[src/rtl/screen_sequencer.sv]
// Game-screen sequencer for the VGA layer compositor.
// Walks TITLE -> PLAY -> (FLASH) -> OVER, tracks score and lives, and drives
// the per-layer enables and message select. All outputs are registered.
// Optional feature: define SCREEN_SEQ_MSG_BLINK_EN to blink the message layer
// on the TITLE screen (toggles every BLINK_FRAMES frame ticks).
module screen_sequencer #(
  parameter int unsigned LIVES_INIT   = 3,
  parameter int unsigned WIN_SCORE    = 10,
  parameter int unsigned FLASH_FRAMES = 60,
  parameter int unsigned BLINK_FRAMES = 8,
  parameter int unsigned OVER_FRAMES  = 180
) (
  input  logic       clk,
  input  logic       rst_n,
  input  logic       frame_tick,
  input  logic       start_btn,
  input  logic       coin_hit,
  input  logic       char_hit,
  output logic [1:0] state,
  output logic       char_en,
  output logic       coin_en,
  output logic       mess_en,
  output logic [1:0] msg_sel,
  output logic [7:0] score,
  output logic [1:0] lives
);

  typedef enum logic [1:0] {
    S_TITLE = 2'd0,
    S_PLAY  = 2'd1,
    S_FLASH = 2'd2,
    S_OVER  = 2'd3
  } state_e;

  localparam logic [1:0] MSG_TITLE = 2'd0;
  localparam logic [1:0] MSG_WIN   = 2'd1;
  localparam logic [1:0] MSG_LOSE  = 2'd2;

  localparam logic [1:0] LIVES_C = 2'(LIVES_INIT);
  localparam logic [7:0] WIN_C   = 8'(WIN_SCORE);
  localparam logic [7:0] FLASH_C = 8'(FLASH_FRAMES);
  localparam logic [7:0] BLINK_C = 8'(BLINK_FRAMES);
  localparam logic [7:0] OVER_C  = 8'(OVER_FRAMES);

  state_e     state_q;
  logic       start_q;
  logic [7:0] frame_cnt_q;
  logic [7:0] blink_cnt_q;
  logic       char_en_q;
  logic       coin_en_q;
  logic       mess_en_q;
  logic [1:0] msg_sel_q;
  logic [7:0] score_q;
  logic [1:0] lives_q;

  // Next-value helpers shared by several state branches.
  logic       start_rise_d;
  logic [7:0] score_d;
  logic [1:0] lives_d;
  logic [7:0] frame_cnt_d;
  logic [7:0] blink_cnt_d;
  logic       coin_win_d;

  assign start_rise_d = start_btn & ~start_q;
  assign score_d      = (score_q == 8'hFF) ? 8'hFF : score_q + 8'd1;
  assign lives_d      = (lives_q == 2'd0) ? 2'd0 : lives_q - 2'd1;
  assign frame_cnt_d  = frame_cnt_q + 8'd1;
  assign blink_cnt_d  = blink_cnt_q + 8'd1;
  assign coin_win_d   = coin_hit & (score_d == WIN_C);

  // Screen FSM: state, counters and all registered outputs.
  // NOTE: sequential state is assigned with <= so every branch reads the
  // pre-edge values; blocking assignments here would create ordering races.
  always_ff @(posedge clk) begin
    if (!rst_n) begin
      state_q     <= S_TITLE;
      start_q     <= 1'b1;  // a button held through reset must not start a game
      frame_cnt_q <= 8'd0;
      blink_cnt_q <= 8'd0;
      char_en_q   <= 1'b0;
      coin_en_q   <= 1'b0;
      mess_en_q   <= 1'b1;
      msg_sel_q   <= MSG_TITLE;
      score_q     <= 8'd0;
      lives_q     <= 2'd0;
    end else begin
      start_q <= start_btn;
      case (state_q)
        S_TITLE: begin
          if (start_rise_d) begin
            state_q     <= S_PLAY;
            score_q     <= 8'd0;
            lives_q     <= LIVES_C;
            char_en_q   <= 1'b1;
            coin_en_q   <= 1'b1;
            mess_en_q   <= 1'b0;
            frame_cnt_q <= 8'd0;
          end
`ifdef SCREEN_SEQ_MSG_BLINK_EN
          else if (frame_tick) begin
            if (frame_cnt_d == BLINK_C) begin
              frame_cnt_q <= 8'd0;
              mess_en_q   <= ~mess_en_q;
            end else begin
              frame_cnt_q <= frame_cnt_d;
            end
          end
`endif
        end

        S_PLAY: begin
          if (coin_hit) score_q <= score_d;
          if (char_hit) lives_q <= lives_d;
          // Win beats lose, lose beats a plain hit.
          if (coin_win_d) begin
            state_q     <= S_OVER;
            msg_sel_q   <= MSG_WIN;
            char_en_q   <= 1'b0;
            coin_en_q   <= 1'b0;
            mess_en_q   <= 1'b1;
            frame_cnt_q <= 8'd0;
          end else if (char_hit && lives_d == 2'd0) begin
            state_q     <= S_OVER;
            msg_sel_q   <= MSG_LOSE;
            char_en_q   <= 1'b0;
            coin_en_q   <= 1'b0;
            mess_en_q   <= 1'b1;
            frame_cnt_q <= 8'd0;
          end else if (char_hit) begin
            state_q     <= S_FLASH;
            char_en_q   <= 1'b0;
            frame_cnt_q <= 8'd0;
            blink_cnt_q <= 8'd0;
          end
        end

        S_FLASH: begin
          // Invulnerable: char_hit is ignored, coins still count.
          if (coin_hit) score_q <= score_d;
          if (coin_win_d) begin
            state_q     <= S_OVER;
            msg_sel_q   <= MSG_WIN;
            char_en_q   <= 1'b0;
            coin_en_q   <= 1'b0;
            mess_en_q   <= 1'b1;
            frame_cnt_q <= 8'd0;
          end else if (frame_tick) begin
            if (frame_cnt_d == FLASH_C) begin
              state_q     <= S_PLAY;
              char_en_q   <= 1'b1;
              frame_cnt_q <= 8'd0;
              blink_cnt_q <= 8'd0;
            end else begin
              frame_cnt_q <= frame_cnt_d;
              if (blink_cnt_d == BLINK_C) begin
                blink_cnt_q <= 8'd0;
                char_en_q   <= ~char_en_q;
              end else begin
                blink_cnt_q <= blink_cnt_d;
              end
            end
          end
        end

        S_OVER: begin
          if (start_rise_d || (frame_tick && frame_cnt_d == OVER_C)) begin
            state_q     <= S_TITLE;
            msg_sel_q   <= MSG_TITLE;
            mess_en_q   <= 1'b1;
            frame_cnt_q <= 8'd0;
          end else if (frame_tick) begin
            frame_cnt_q <= frame_cnt_d;
          end
        end

        default: begin
          state_q     <= S_TITLE;
          frame_cnt_q <= 8'd0;
          blink_cnt_q <= 8'd0;
          char_en_q   <= 1'b0;
          coin_en_q   <= 1'b0;
          mess_en_q   <= 1'b1;
          msg_sel_q   <= MSG_TITLE;
          score_q     <= 8'd0;
          lives_q     <= 2'd0;
        end
      endcase
    end
  end

  assign state   = state_q;
  assign char_en = char_en_q;
  assign coin_en = coin_en_q;
  assign mess_en = mess_en_q;
  assign msg_sel = msg_sel_q;
  assign score   = score_q;
  assign lives   = lives_q;

endmodule

[config.mk]
export PLATFORM = sky130hd
export DESIGN_NAME = screen_sequencer
export DESIGN_NICKNAME = d
export VERILOG_FILES = /design/src/rtl/screen_sequencer.sv
export SDC_FILE = /design/constraint.sdc
export NUM_CORES = 1
export LEC_CHECK = 0
export ABC_AREA = 0
export CAP_MARGIN = 20
export CORE_MARGIN = 1
export CORE_UTILIZATION = 25
export DETAILED_ROUTE_END_ITERATION = 10
export GPL_ROUTABILITY_DRIVEN = 0
export PLACE_DENSITY_LB_ADDON = 0.3
export SETUP_SLACK_MARGIN = 0.05
export SLEW_MARGIN = 20
export SYNTH_ARGS = -nofsm -noshare
export SYNTH_HDL_FRONTEND = slang
export SYNTH_SLANG_ARGS = --single-unit
[constraint.sdc]
create_clock -name clk -period 4.9 [get_ports clk]
set_clock_uncertainty 0.1 [all_clocks]
set_input_delay 0.49 -clock clk [delete_from_list [all_inputs] [get_ports clk]]
set_output_delay 0.49 -clock clk [all_outputs]
set_load 0.1 [all_outputs]
## After elaboration in Yosys (flattened, before gate mapping)

Cells that the tools add are included.

- Add/sub/neg operators: 4
- Equality and inequality tests: 23
- Mux-type cells: 56
- Bitwise logic cells: 4
- Reductions and logical operators: 21

Operators with widths:

| operator | count |
|---|---|
| $mux 8 | 17 |
| $pmux 8 s2 | 2 |
| $pmux 8 s4 | 1 |
| $mux 2 | 14 |
| $add 8x1->8 const B | 3 |
| $eq 8x4->1 const B | 2 |
| $eq 8x8->1 const B | 2 |
| $mux 1 | 16 |
| $ne 2x2->1 const B | 8 |
| $reduce_and 4->1 | 4 |
| $ne 3x3->1 const B | 4 |
| $reduce_and 5->1 | 2 |
| $eq 8x6->1 const B | 1 |
| $ne 4x4->1 const B | 2 |
| $pmux 2 s4 | 1 |
| $logic_not 2->1 | 3 |
| $pmux 1 s3 | 2 |
| $pmux 2 s3 | 1 |
| $reduce_and 3->1 | 2 |
| $reduce_and 6->1 | 1 |
| $reduce_bool 2->1 | 3 |
| $reduce_bool 3->1 | 2 |
| $eq 2x2->1 const B | 2 |
| $pmux 1 s4 | 1 |
| 9 further kinds | 12 |

- Register bits: 34
- Input port bits: 6
- Output and inout bits: 17
- Word-level logic and storage cells: 118

## Depth between registers and ports, before layout

Gate-level depths: netlist of the first run.

- Depth in word-level cells: 7
- Gate-level depth with buffers: 9
- Depth with buffers taken out: 8

## Worst setup path before layout of the first run

OpenSTA, ideal clock, no wires.

- Path type: register to register
- Start: register score_q[1] (netlist: score[1])
- End: register frame_cnt_q[6]
- Setup time: 0.122 ns
- Arrival time: 2.644 ns
- Data required time: 4.678 ns
- Slack: 2.035 ns
- Stages on the path, launching flop included: 9
- Buffers on the path: 0
- Period minus slack after synthesis: 2.865 ns
- Path through: dfxtp_1 -> ha_1 -> nand3_1 -> nor2_1 -> a21oi_2 -> nor2_4 -> o221a_4 -> nor2_2 -> a221o_1

- Cells in the longest elaborated chain, start to end: 6
- Elaborated cells between the ends (all ways): 11
- Classes of those cells: 1 x add/sub; 4 x eq/ne; 4 x mux; 1 x bitwise; 1 x reduce/logical

RTL lines:

| item | RTL line | RTL |
|---|---|---|
| start, declared | 53 | `logic [7:0] score_q;` |
| start signal, assigned | 112 | `if (coin_hit) score_q <= score_d;` |
| start signal, assigned | 139 | `if (coin_hit) score_q <= score_d;` |
| $add 8x1->8 / $eq 8x8->1 (equally long branches) | 65 | `assign score_d = (score_q == 8'hFF) ? 8'hFF : score_q + 8'd1;` |
| $mux 8 * | 65 |  |
| $eq 8x4->1 * | 69 | `assign coin_win_d = coin_hit & (score_d == WIN_C);` |
| $and 1x1->1 * | 69 |  |
| $ne 4x4->1 (no source line), or another cell as far along | -- |  |
| $reduce_and 4->1 (no source line) / $pmux 8 s4 (equally long branches) | -- |  |
| end signal, assigned | 154 | `frame_cnt_q <= frame_cnt_d;` |
| end signal, assigned | 172 | `frame_cnt_q <= frame_cnt_d;` |
| end, declared | 47 | `logic [7:0] frame_cnt_q;` |

Every way passes the cells marked *; elsewhere a longest branch is shown, timed or not.
A chain may end at the register's enable or synchronous reset.

## Worst setup path in the final report of the first run

- Start: register score_q[3] (netlist: score[3])
- End: output port score[3]

RTL lines:

| item | RTL line | RTL |
|---|---|---|
| end, declared | 24 | `output logic [7:0] score,` |

No word-level cell between the ends.

==> out/metrics.yaml, run 1 <==
outcome: "completed"
hold_viol: 0
rsz0062_at_grt: "no"
cp_num_cells: 1
synth_cells: 272
period_needed_ns: 2.606
area_growth_pct: 17.29
numCtsBuffers: 5
cts.path.max_buffers: 2
seq_area_frac_synth: 0.3094
cts_tree: "yes"
drive_gt1_frac: 0.09966
drt-pass1-iter-count: 4
critPathTopFamily: "buffers and inverters"
grt_pass1_wl_um: 9121
rows: 33
grt.overflow.total: 0
vias: 2084
crit_buf_inv: 1
ctsHoldBuffers: 0
cap_violations: 0
p_leak_nw: 0.8891
synth_edf_count: 0
timing.rr.start: "score[0]"
ys_warn_count: 0
reg2reg_depth: 8
ys.flop_type: "dfxtp_1"
n_antenna_cell: 0
fmax_ghz: 0.3837
ys_ff_latch: 34
synth.distinct_cells: 64
portBuffers: 22
grt_max_degree: 26
grt_usage: 0.1283
slew_viol_final: 0
h-tree-depth: 2
synthArstFlopShare: 0
crit_chain: "clkdlybuf4s50_1"
via_per_inst: 5.263
critPathSlowestCell: "clkdlybuf4s50_1"
drt-wirelength-per-cell_um: 14.04
worst_path_largest_cell_delay_ns: 1.20
setup_viol: 0
ant_nets: 0
ir_drop_mv: 0.2966
root_buffer: "clkbuf_8"
slew_headroom: 0.3468
synth_area_mm2: 0.002200
end_kind: "primary output"
tns_ns: 0
cts_setup_buffers: 0
fillers: 890
cp-startpoint: "score[3]"
syn-mean-instance-area_um2: 8.087
die_x_um: 95.80
r2r_end: "frame_cnt_q[6]"
worst_skew_pair.late_latency_ns: 0.28
cp.arrival_ns: 2.02
dp_hpwl_um: 3896
total_power_mw: 1.197
die_area_mm2: 0.009178
synth_nets: 286
crit_type: "reg -> out"
ios: 23
drtIter0Drc: 115
hp-class: "reg -> reg"
initial_utilization: 0.2624
fin_crit_sh: 0.5319
drc_errors: 0
core_mm2: 0.008382
worst_pin_slew_ns: 0.9767
first_global_vias: 1884
antenna_found_initial: 0
critPathCapture: "score[3]"
power_density_mw_per_mm2: 463.9
clock_sink_count: 34
clkSlewWorstSetupHoldPaths_ns: 0.07
crit_required_ns: 4.31
start_kind: "flop"
rrSetupSlack_ns: 2.38
final_common_cell: "dfxtp_1"
die_y_um: 95.80
final_net_count: 305
routed_wirelength_um: 5558
cp_max_fo: 9
post_cts_resized: 0
layout_common_cells: "dfxtp_1, nor2_1, nand2_1"
## logic make-up after synthesis
group	count (synthesis)	share of synthesized area
buf+inv	20	0.04039
fa+ha+maj	8	0.04551
flops	34	0.3094
xor+xnor	1	0.003983
compound gates	82	0.2799
mux	4	0.01877
simple gates	123	0.3021
## synth_stat cells, types with 7 or more instances
cell type   n  area share
nand2b_1    8       0.023
a21oi_1    16       0.036
nand2_1    27       0.046
o21ai_0    15       0.034
ha_1        8       0.046
dfxtp_1    34        0.31
nand3_1    10       0.023
and3_1      9       0.026
nor2_1     32       0.055
inv_1       9       0.015
clkbuf_1    7       0.012
## report_power, final
part,switching [mW],internal [mW],total [mW]
registers,0.0343,0.312,0.346
logic,0.470,0.186,0.656
clock network,0.0971,0.0978,0.195
## registers in the layout (all words and copies together) (netlist names)
register	cells
score	8
frame_cnt_q	8
state	2
start_q	1
coin_en	1
lives	2
mess_en	1
msg_sel	2
char_en	1
blink_cnt_q	8
## worst min path at each step
stage / start / cells after the start / slack [ns] / to
after floorplan: blink_cnt_q[1] / 2 / 0.36 / blink_cnt_q[1]
after global placement: blink_cnt_q[1] / 2 / 0.37 / blink_cnt_q[1]
after detailed placement: mess_en / 2 / 0.39 / mess_en
after CTS: blink_cnt_q[4] / 1 / 0.40 / blink_cnt_q[4]
after global routing: coin_en / 2 / 0.43 / coin_en
final: mess_en / 2 / 0.39 / mess_en
## per-layer routing
metal / share of wire / wire length [um] / track usage
met2: 0.47 / 2632 / 0.2113
met4: 0.020 / 112 / 0.05597
met1: 0.47 / 2597 / 0.1648
met5: 0 / 0 / 0
met3: 0.039 / 215 / 0.02054
## area by class of cell
type,instances,area [um2],area share
inverters,9,33.78,0.01309
repair buffers,23,227.7,0.08826
well taps,105,131.4,0.05092
multi-input cells,218,1430,0.5543
clock buffers,7,76.32,0.02958
flip-flops and latches,34,680.7,0.2638
## metrics by stage
| step | std cells | setup WS [ns] | area [um2] | hold slack (ns) | util |
|---|---|---|---|---|---|
| after global placement | 389 | 2.332 | 2504 | 0.3727 | 0.2987 |
| after floorplan | 272 | 2.035 | 2200 | 0.3573 | - |
| after global routing | 396 | 2.189 | 2580 | 0.4255 | 0.3078 |
| after CTS | 396 | 2.287 | 2580 | 0.4007 | 0.3078 |
| final | 396 | 2.294 | 2580 | 0.3941 | 0.3078 |
| after detailed placement | 389 | 2.292 | 2504 | 0.3857 | 0.2987 |
## tightest hold or removal path, cell delays in order (launching register included)
cell,delay [ns]
dfxtp_1,0.33
mux2i_1,0.07
nand2_1,0.06
Note: power is estimated with default switching activity, not from simulation.
==> inputs of run 2 (changes only) <==
==> constraint.sdc (replaced) <==
create_clock -name clk -period 2.15 [get_ports clk]
set_clock_uncertainty 0.1 [all_clocks]
set_input_delay 0.215 -clock clk [delete_from_list [all_inputs] [get_ports clk]]
set_output_delay 0.215 -clock clk [all_outputs]
set_load 0.1 [all_outputs]
==> run 2 against run 1 <==
Worst setup slack got worse by 2.2 ns. Routed wire length rose by 4.0%. First-iteration DRC count fell by 5.2%. Sequential share of layout area fell by 2.1 points. Cell count rose by 7.8%. Sequential power rose by 130%. Non-clock buffer count rose by 30. Core utilization rose by 4.4 points. Critical path type is now reg -> reg.
==> out/metrics.yaml, run 2 (synthesis gave the netlist of run 1 again) <==
outcome: "completed"
first_global_vias: 2050
core_mm2: 0.008382
start_kind: "flop"
drtIter0Drc: 109
numCtsBuffers: 5
rows: 33
cp_max_fo: 8
place_inst: 409
die_x_um: 95.80
drt-wirelength-per-cell_um: 13.53
total_power_mw: 2.963
p_int_mw: 1.536
vias: 2173
worst_pin_slew_ns: 0.3924
final_common_cell: "buf_4"
crit_required_ns: 2.22
fin_crit_sh: 0.9527
end_kind: "flop"
die_y_um: 95.80
cap_violations: 0
setup_viol: 0
root_buffer: "clkbuf_8"
h-tree-depth: 2
ir_drop_mv: 0.7650
n_antenna_cell: 0
netSwitchingFraction: 0.4817
via_per_inst: 5.089
routed_wirelength_um: 5778
cp.arrival_ns: 2.12
clock_sink_count: 34
layout_common_cells: "buf_4, nor2_1, nand2_1"
drc_errors: 0
rsz0062_at_grt: "yes"
slew_headroom: 0.7381
drt-pass1-iter-count: 4
pwr-share-comb: 0.544
p_leak_nw: 1.111
power_density_mw_per_mm2: 1004
final_net_count: 335
switchingPower_mw: 1.428
grt_pass1_wl_um: 9708
grt.overflow.total: 0
cts_tree: "yes"
die_area_mm2: 0.009178
cts.path.max_buffers: 2
period_needed_ns: 2.048
slew_viol_final: 0
instances_no_fill: 427
hp-class: "reg -> reg"
worst_skew_pair.late_latency_ns: 0.28
fmax_ghz: 0.4882
seq_power_share: 0.268
ios: 23
clkSlewWorstSetupHoldPaths_ns: 0.07
grt_usage: 0.1336
dp_hpwl_um: 4250
crit_type: "reg -> reg"
drive_gt1_frac: 0.3261
ant_nets: 0
grt_max_degree: 19
area_growth_pct: 34.24
initial_utilization: 0.2624
antenna_found_initial: 0
hold_viol: 0
pwr-share-clk: 0.189
portBuffers: 22
-- run 2: stage by stage --
step | utilization | worst slack [ns] | area [um2] | TNS [ns] | hold slack, ns
2_1_floorplan | - | -0.03146 | 2263 | -0.06289 | 0.2165
3_3_place_gp | 0.3184 | 0.02232 | 2669 | 0 | 0.3745
3_5_place_dp | 0.3184 | -0.005068 | 2669 | -0.005068 | 0.3756
4_1_cts | 0.3330 | 0.04511 | 2791 | 0 | 0.3816
5_1_grt | 0.3523 | 0.01036 | 2953 | 0 | 0.4203
6_report | 0.3523 | 0.1017 | 2953 | 0 | 0.3890
-- run 2: area by class of cell --
class                   instances  area [um2]
clock buffers                   8       110.1
fillers                       886        5429
inverters                       9       33.78
multi-input cells             218        1546
flip-flops and latches         34       716.9
well taps                     105       131.4
repair buffers                 53       414.1
-- run 2: final timing paths --
check	start	end	slack, ns	cells after the start
max	score[0]	frame_cnt_q[6]	0.10	8
min	blink_cnt_q[1]	blink_cnt_q[1]	0.39	2
max reg2reg	score[0]	frame_cnt_q[6]	0.10	8
min reg2reg	blink_cnt_q[1]	blink_cnt_q[1]	0.39	2
-- run 2: worst max-delay path, cell delays in order, from the launching register on --
cell      delay, ns
dfxtp_4        0.40
nand4_1        0.13
or3_4          0.37
nand4_4        0.13
nor2_4         0.06
buf_6          0.13
o221ai_4       0.24
nor2_2         0.06
a221o_1        0.32
-- run 2: power groups by stage --
stage | logic, mW | registers, mW | clock network [mW]
floorplan | 0.656 | 1.33 | 0
detailed placement | 1.54 | 0.806 | 0
CTS | 1.56 | 0.793 | 0.580
global placement | 1.53 | 0.807 | 0
finish | 1.61 | 0.793 | 0.560
global route | 1.73 | 0.805 | 0.599
-- run 2: repair_timing --
item	CTS	global route
hold buffers	0	0
resized for setup	2	19
endpoints found under the setup margin	5	21
pin swaps	0	15
setup buffers	0	10
-- run 2: layer usage --
| layer | global-route usage | part of all wire | up-vias |
|---|---|---|---|
| met2 | 0.2190 | 0.50 | 25 |
| li1 | - | - | 1109 |
| met5 | 0 | 0 | - |
| met1 | 0.1730 | 0.47 | 1035 |
| met4 | 0.05597 | 0.014 | 0 |
| met3 | 0.02212 | 0.019 | 4 |
